==> config.mk <==
export PLATFORM = sky130hd
export DESIGN_NAME = fetch_ctrl_flat
export DESIGN_NICKNAME = d
export VERILOG_FILES = /design/src/rtl/fetch_ctrl_pkg.sv /design/src/rtl/fetch_ctrl_if.sv /design/src/rtl/fetch_ctrl_pc_sel.sv /design/src/rtl/fetch_ctrl.sv /design/src/flat_wrapper.sv
export SDC_FILE = /design/constraint.sdc
export NUM_CORES = 1
export LEC_CHECK = 0
export CORE_ASPECT_RATIO = 1.75
export CORE_MARGIN = 5
export CORE_UTILIZATION = 49
export CTS_CLUSTER_SIZE = 8
export DETAILED_ROUTE_END_ITERATION = 10
export GPL_TIMING_DRIVEN = 1
export PLACE_DENSITY_LB_ADDON = 0.15
export SLEW_MARGIN = 20
export SYNTH_ARGS = -nofsm -noshare
export SYNTH_HDL_FRONTEND = slang
export SYNTH_SLANG_ARGS = --single-unit
==> constraint.sdc <==
create_clock -name clk -period 3.2 [get_ports clk]
set_clock_uncertainty 0.05 [all_clocks]
set_input_delay 0.32 -clock clk [delete_from_list [all_inputs] [get_ports clk]]
set_output_delay 0.32 -clock clk [all_outputs]
set_load 0.01 [all_outputs]
==> src/rtl/fetch_ctrl_pkg.sv <==
// Shared types and constants for the instruction-fetch sequencer.
// No logic, no latency; not subject to backpressure.
package fetch_pkg;

    typedef enum logic [1:0] {
        BOOT = 2'd0,
        RUN  = 2'd1,
        PEND = 2'd2,
        HALT = 2'd3
    } fetchState_t;

    localparam logic [31:0] RESET_PC_DEFAULT = 32'h0000_3000;
    localparam logic [31:0] PC_STEP          = 32'd4;

    function automatic logic [31:0] alignPC(input logic [31:0] addr);
        return {addr[31:2], 2'b00};
    endfunction

endpackage

==> src/rtl/fetch_ctrl_if.sv <==
// Fetch-stage control bundle between the sequencer (master) and fetch/decode (slave).
// Pure wiring, zero latency; stall is the only backpressure and flows slave to master.
interface fetch_ctrl_if #(parameter int CNT_W = 32);

    logic [31:0]      pc;
    logic             stall;
    logic             br_valid;
    logic             br_taken;
    logic [31:0]      br_target;
    logic             xr_valid;
    logic [31:0]      xr_target;
    logic             halt_req;
    logic [31:0]      nextPC;
    logic             pcWE;
    logic             ifid_en;
    logic             halted;
    logic [CNT_W-1:0] fetch_cnt;

    modport master (
        input  pc, stall, br_valid, br_taken, br_target, xr_valid, xr_target, halt_req,
        output nextPC, pcWE, ifid_en, halted, fetch_cnt
    );

    modport slave (
        output pc, stall, br_valid, br_taken, br_target, xr_valid, xr_target, halt_req,
        input  nextPC, pcWE, ifid_en, halted, fetch_cnt
    );

endinterface

==> src/rtl/fetch_ctrl_pc_sel.sv <==
// Priority mux for the next fetch address, word-aligned; purely combinational.
// Ignores stall: the caller qualifies the result with its own write enable.
module pc_sel
    import fetch_pkg::*;
#(
    parameter logic [31:0] RESET_PC = RESET_PC_DEFAULT
) (
    input  logic        reset,
    input  fetchState_t state,
    input  logic [31:0] pendTgt,
    input  logic [31:0] pc,
    input  logic        xr_valid,
    input  logic [31:0] xr_target,
    input  logic        br_valid,
    input  logic        br_taken,
    input  logic [31:0] br_target,
    output logic [31:0] nextPC
);

    logic [31:0] rawPC;

    // A fresh external redirect beats a pending one, which beats a branch.
    always_comb begin
        rawPC = pc + PC_STEP;
        if (!reset || state == BOOT) begin
            rawPC = RESET_PC;
        end else if (xr_valid) begin
            rawPC = xr_target;
        end else if (state == PEND) begin
            rawPC = pendTgt;
        end else if (br_valid && br_taken) begin
            rawPC = br_target;
        end
        nextPC = alignPC(rawPC);
    end

endmodule

==> src/rtl/fetch_ctrl.sv <==
// Fetch sequencer: PC write enable, IF/ID enable, redirect/halt arbitration, fetch counter.
// nextPC/pcWE/ifid_en are same-cycle combinational; stall freezes fetch and parks redirects.
module fetch_ctrl
    import fetch_pkg::*;
#(
    parameter logic [31:0] RESET_PC = RESET_PC_DEFAULT,
    parameter int          CNT_W    = 32
) (
    input logic        clk,
    input logic        reset,
    fetch_ctrl_if.master bus
);

    fetchState_t      state;
    logic [31:0]      pendTgt;
    logic             haltedQ;
    logic [CNT_W-1:0] cnt;
    logic             advance;

    assign advance       = reset && !bus.stall && (state == RUN || state == PEND);
    assign bus.pcWE      = advance;
    assign bus.ifid_en   = advance;
    assign bus.halted    = haltedQ && reset;
    assign bus.fetch_cnt = cnt;

    pc_sel #(.RESET_PC(RESET_PC)) u_pc_sel (
        .reset     (reset),
        .state     (state),
        .pendTgt   (pendTgt),
        .pc        (bus.pc),
        .xr_valid  (bus.xr_valid),
        .xr_target (bus.xr_target),
        .br_valid  (bus.br_valid),
        .br_taken  (bus.br_taken),
        .br_target (bus.br_target),
        .nextPC    (bus.nextPC)
    );

    always_ff @(posedge clk) begin
        if (!reset) begin
            state   <= BOOT;
            pendTgt <= '0;
            haltedQ <= 1'b0;
            cnt     <= '0;
        end else begin
            if (advance && cnt != {CNT_W{1'b1}}) begin
                cnt <= cnt + CNT_W'(1);
            end
            case (state)
                BOOT: state <= RUN;
                RUN: begin
                    if (bus.stall) begin
                        if (bus.xr_valid) begin
                            pendTgt <= bus.xr_target;
                            state   <= PEND;
                        end
                    end else if (bus.halt_req) begin
                        state   <= HALT;
                        haltedQ <= 1'b1;
                    end
                end
                PEND: begin
                    if (bus.xr_valid) begin
                        pendTgt <= bus.xr_target;
                    end
                    // The release cycle consumes the pending target and still honours halt.
                    if (!bus.stall) begin
                        if (bus.halt_req) begin
                            state   <= HALT;
                            haltedQ <= 1'b1;
                        end else begin
                            state <= RUN;
                        end
                    end
                end
                default: state <= HALT;
            endcase
        end
    end

endmodule

==> src/flat_wrapper.sv <==
// flat-port wrapper written by rule: the top's interface ports become plain ports
module fetch_ctrl_flat import fetch_pkg::*;
#(
    parameter logic [31:0] RESET_PC = RESET_PC_DEFAULT,
    parameter int          CNT_W    = 32
)
  (clk, reset, bus_pc, bus_stall, bus_br_valid, bus_br_taken, bus_br_target, bus_xr_valid, bus_xr_target, bus_halt_req, bus_nextPC, bus_pcWE, bus_ifid_en, bus_halted, bus_fetch_cnt);
  fetch_ctrl_if #(.CNT_W(CNT_W)) bus_i ();
  input logic clk;
  input logic reset;
  input wire logic [$bits(bus_i.pc)-1:0] bus_pc;
  input wire logic [$bits(bus_i.stall)-1:0] bus_stall;
  input wire logic [$bits(bus_i.br_valid)-1:0] bus_br_valid;
  input wire logic [$bits(bus_i.br_taken)-1:0] bus_br_taken;
  input wire logic [$bits(bus_i.br_target)-1:0] bus_br_target;
  input wire logic [$bits(bus_i.xr_valid)-1:0] bus_xr_valid;
  input wire logic [$bits(bus_i.xr_target)-1:0] bus_xr_target;
  input wire logic [$bits(bus_i.halt_req)-1:0] bus_halt_req;
  output wire logic [$bits(bus_i.nextPC)-1:0] bus_nextPC;
  output wire logic [$bits(bus_i.pcWE)-1:0] bus_pcWE;
  output wire logic [$bits(bus_i.ifid_en)-1:0] bus_ifid_en;
  output wire logic [$bits(bus_i.halted)-1:0] bus_halted;
  output wire logic [$bits(bus_i.fetch_cnt)-1:0] bus_fetch_cnt;
  assign bus_i.pc = bus_pc;
  assign bus_i.stall = bus_stall;
  assign bus_i.br_valid = bus_br_valid;
  assign bus_i.br_taken = bus_br_taken;
  assign bus_i.br_target = bus_br_target;
  assign bus_i.xr_valid = bus_xr_valid;
  assign bus_i.xr_target = bus_xr_target;
  assign bus_i.halt_req = bus_halt_req;
  assign bus_nextPC = bus_i.nextPC;
  assign bus_pcWE = bus_i.pcWE;
  assign bus_ifid_en = bus_i.ifid_en;
  assign bus_halted = bus_i.halted;
  assign bus_fetch_cnt = bus_i.fetch_cnt;
  fetch_ctrl #(.RESET_PC(RESET_PC), .CNT_W(CNT_W)) u_core (.clk(clk), .reset(reset), .bus(bus_i));
endmodule
# After elaboration in Yosys (flattened, before gate mapping)
# Cells that the tools add are included.
# totals
in_bits,103
out_inout_bits,67
register_bits,67
wordCells,42
# op_classes
n_eq_ne,7
reduce_logical,15
n_mux,13
bitwise,1
add_sub_neg,2
# ops
op,count
32-bit 2-to-1 mux,6
32-bit case mux with 2 select lines,1
"32-bit by 1-bit adder with 32-bit output, second input constant",1
"32-bit by 3-bit adder with 32-bit output, second input constant",1
"32-bit inequality test, second input constant",1
2-bit 2-to-1 mux,5
"3-bit inequality test, second input constant",2
2-bit case mux with 3 select lines,1
3-bit AND reduction,2
1-bit logical AND,5
"2-bit inequality test, second input constant",2
"2-bit by 1-bit equality test with 1-bit output, second input constant",1
"2-bit equality test, second input constant",1
1-bit zero test,2
2-bit zero test,1
1-bit logical OR,2
2-bit AND reduction,1
2-bit nonzero test,1
2-bit OR reduction,1
1-bit inverter,1

# Depth between registers and ports, before layout
# depth
ltp_word,5
depth_mapped,8
depth_no_buf,7

# Hierarchy
# From an unflattened synthesis, not the netlist that was laid out.
# hier_totals
hier_cells,646
hier_area_um2,4750.8
# modules_own_cells
module,area_each_um2,instances,cells_per_inst
fetch_ctrl,3052.9,1,364
pc_sel,1697.9,1,282

# Worst setup path after synthesis
# Ideal clock, no wire load.
# synth_path
path_type,input-to-output
startpoint,input bus_pc[4]
endpoint,output bus_nextPC[27]
path_buffers,1
slack_ps,1023
path_stages,6
required_ps,2830
t_arrival_ps,1807
cell_sequence,buf_4 -> and3_1 -> nand2_1 -> or4_1 -> a211o_1 -> a21oi_1
# synth_between
elab_chain_cells,5
# synth_rtl
item,line_no,rtl
start: declaration,flat_wrapper.sv:11,input wire logic [$bits(bus_i.pc)-1:0] bus_pc;
32-bit by 3-bit adder with 32-bit output,fetch_ctrl_pc_sel.sv:24,rawPC = pc + PC_STEP;
32-bit 2-to-1 mux,fetch_ctrl_pc_sel.sv:31,end else if (br_valid && br_taken) begin
32-bit 2-to-1 mux,fetch_ctrl_pc_sel.sv:29,end else if (state == PEND) begin
32-bit 2-to-1 mux,fetch_ctrl_pc_sel.sv:27,end else if (xr_valid) begin
32-bit 2-to-1 mux,fetch_ctrl_pc_sel.sv:25,if (!reset || state == BOOT) begin
end: declaration,flat_wrapper.sv:19,output wire logic [$bits(bus_i.nextPC)-1:0] bus_nextPC;
# No other way between the ends.

# Worst setup path after layout
# layout_path
startpoint,input bus_pc[10]
endpoint,output bus_nextPC[18]
# Same word-level chain as after synthesis.

==> results.toml <==
[outcome]
outcome = "complete, no violations"

[grt]
grt_usage_pct = 28.82
overflow = 0
grt_max_degree = 59
grt_antenna_before_repair = 0
grt_pass1_vias = 5676
grt_pass1_wl_um = 27950

[critical_path]
crit_buf_inv = 2
critPathTopFamily = "buffers and inverters"
cp.required_ps = 2830
crit_path_top_delay_cell = "clkdlybuf4s50_1"
crit_chain = "clkdlybuf4s50_1 > and4_4 > nand4_2 > or3_1 > a311o_1 > a21oi_1 > clkdlybuf4s50_1"
crit_type = "input pin to primary output"
crit_top_cell = "clkdlybuf4s50_1"
critical_path.startpoint_type = "input pin"
critical-path-max-stage-delay_ps = 560
arrival_ps = 2790
critPathCaptureType = "primary output"
worstPathMaxFanout = 6

[floorplan]
num_rows = 46
die_area_mm2 = 0.01149
initial_core_util_pct = 50.22
die_h_um = 138.1
num_io_pins = 170
core-area_mm2 = 0.009151
die_w_um = 83.21

[cts]
cts_htree_levels = 3
clk_path_buf_depth = 2
clk_latency_ps = 320
cts_tree = "done"
root_buffer = "clkbuf_16"
clk_pin_slew_worst_paths_ps = 50
cts_made_buffers = 9
cts.sinks = 65
holdBufCountCts = 0

[synth]
ys_async_sr_fraction_pct = 0
ys_seq_area_share_pct = 28.31
netlist_area_mm2 = 0.004596
syn_area_per_cell_um2 = 7.103
synth_edf_count = 0
synthCells = 647
ys.flop_type = "dfxtp_1"
synth_cell_type_count = 54
yosys_warnings = 0
synth_seq_cells = 65

[timing]
max_slew.worst_pin.slew_ps = 1032
finalSetupViolCount = 0
fin_setup_tns_ps = 0
max_freq_ghz = 0.3164
worst_hold_slack_ps = 404.1
period_share_pct = 98.76
drv_slew = 0
report.final.hold_viol_count = 0
rsz0062_at_grt = "no"
fin_crit_ps = 3160
max-slew-margin-rel_pct = 31.03

[detailed_routing]
drt_iter0_drc = 387
vias_per_cell = 6.114
drt-pass1-iter-count = 5
ant_nets = 0
vias = 5753
wire_per_inst_um = 17.89
drc_errors = 0
wirelength_um = 16840

[hold_path]
hold_path.class = "register to register"

[pwr]
power.leakage_nw = 2.370
ir_drop_mv = 0.3994
p_per_area_mw_per_mm2 = 471.4

[placement]
io_buffer_count = 161
place_congestion = 0.9511
dp_hpwl_um = 12330

[job]
cap_viol_max_count = 0

[final_layout]
synthToLayoutAreaGrowth_pct = 48.71
drive_above_1_share_pct = 9.622
fillCellCount = 712
n_antenna_cell = 0
finalNetCount = 925
registers in the layout, indices dropped and copies added, names as in the netlist:
| signal | cells |
|---|---|
| u_core.state | 2 |
| u_core.bus.fetch_cnt | 32 |
| u_core.haltedQ | 1 |
| u_core.pendTgt | 30 |
cell families (layout without fill, tap and decap cells):
kind of cell	Yosys count	after routing	share of synthesized area (%)
xor gates and xnor gates	10	10	1.906
DFF	65	65	28.31
and+or+nand+nor	277	278	31.75
AOI/OAI and AO/OA	216	216	28.64
buffers and inverters	64	236	5.908
adders and majority gates	6	6	1.633
muxes	8	8	1.770
other	1	2	0.08160
worst reg2reg max path, cell delays in order (launching register included):
cell,delay (ps)
dfxtp_1,340
inv_1,100
ha_2,390
buf_4,430
mux2_2,260
nand2_1,600
nand2_1,280
a21oi_1,100
worst paths after layout:
check,start,to,slack [ps],depth (start not counted)
max,bus_pc[10],bus_nextPC[18],40,7
min,u_core.pendTgt[15],u_core.pendTgt[15],400,2
max reg2reg,u_core.state[0],u_core.pendTgt[24],500,7
min reg2reg,u_core.pendTgt[15],u_core.pendTgt[15],400,2
layout by cell type, fill, tap and decap left out, types with 7 or more instances in the layout:
cell type and instances:
dlymetal6s2s_1 7, o31a_1 9, mux2i_1 7, a211oi_1 7
or4_1 25, nor2_1 37, nand2_1 100, nor4_1 8
clkbuf_16 9, xnor2_1 7, inv_1 11, nand4_1 18
o31ai_1 28, buf_4 46, o21ai_0 41, or3_1 11
clkdlybuf4s50_1 154, nor3_1 11, a21oi_1 95, dfxtp_1 65
nand3_1 23
area by class of cell:
class,instances,area [um2],area share [%]
multi-input combinational,520,3070,44.93
timing repair buffer,207,1974,28.89
tap,120,150.1,2.197
clock buffer,11,232.7,3.405
inverter,13,48.80,0.7140
sequential,65,1301,19.04
clock inverter,5,56.30,0.8239
where the power goes:
part	switching, mW	internal [mW]
registers	0.0582	0.892
clock network	0.340	0.601
logic	0.734	0.595
total	1.13	2.09
cell usage after synthesis (2+ instances only):
cell type,n,area [um2]
mux2i_1,7,70.07
nand3b_1,3,22.52
and4_1,6,52.55
nand2_1,100,375.4
o31a_1,9,78.83
and2_1,5,31.28
xor2_1,3,26.28
a221oi_1,6,52.55
o31ai_1,28,210.2
a311o_1,4,40.04
clkbuf_1,38,142.6
dfxtp_1,65,1301
or3_1,11,68.82
nand4_1,18,112.6
buf_4,5,37.54
ha_1,6,75.07
and4_4,2,22.52
a21oi_1,95,475.5
a31oi_1,7,43.79
buf_1,3,11.26
a211oi_1,7,52.55
o21ai_0,41,205.2
inv_1,12,45.04
nor2_1,37,138.9
nor4_2,2,25.02
a311oi_1,7,61.31
nor2b_1,5,31.28
or4_1,25,187.7
xnor2_1,7,61.31
nor3_1,12,60.06
buf_2,4,20.02
nor4_1,9,56.30
nand2b_1,5,31.28
o211ai_1,4,30.03
nand3_1,23,115.1
a211o_1,3,26.28
and3_1,6,37.54
layer usage:
metal / track usage, % / wire, um / share of wire (%)
met5: 0 / 0 / 0
met4: 13.78 / 646 / 3.8
met3: 5.945 / 1143 / 6.8
met2: 50.59 / 8597 / 51
met1: 32.90 / 6449 / 38
timing repair:
item                                    4_1_cts  5_1_grt
gates resized for setup                       2       12
setup buffers                                 1        1
pin swaps                                     1        4
cloned                                        1        0
endpoints found under the setup margin        3       12
stage by stage:
stage / utilization, % / instances / area [um2] / worst slack, ps / power [mW]
after floorplan: - / 648 / 4599 / 1023 / 1.677
after detailed placement: 70.71 / 922 / 6471 / -33.62 / 2.270
after global placement: 70.71 / 922 / 6471 / -17.47 / 2.231
after CTS: 74.12 / 940 / 6783 / 9.023 / 3.229
after global routing: 74.68 / 941 / 6834 / 19.81 / 3.405
final: 74.68 / 941 / 6834 / 39.57 / 3.222
Power figures use the tool's default switching activity.
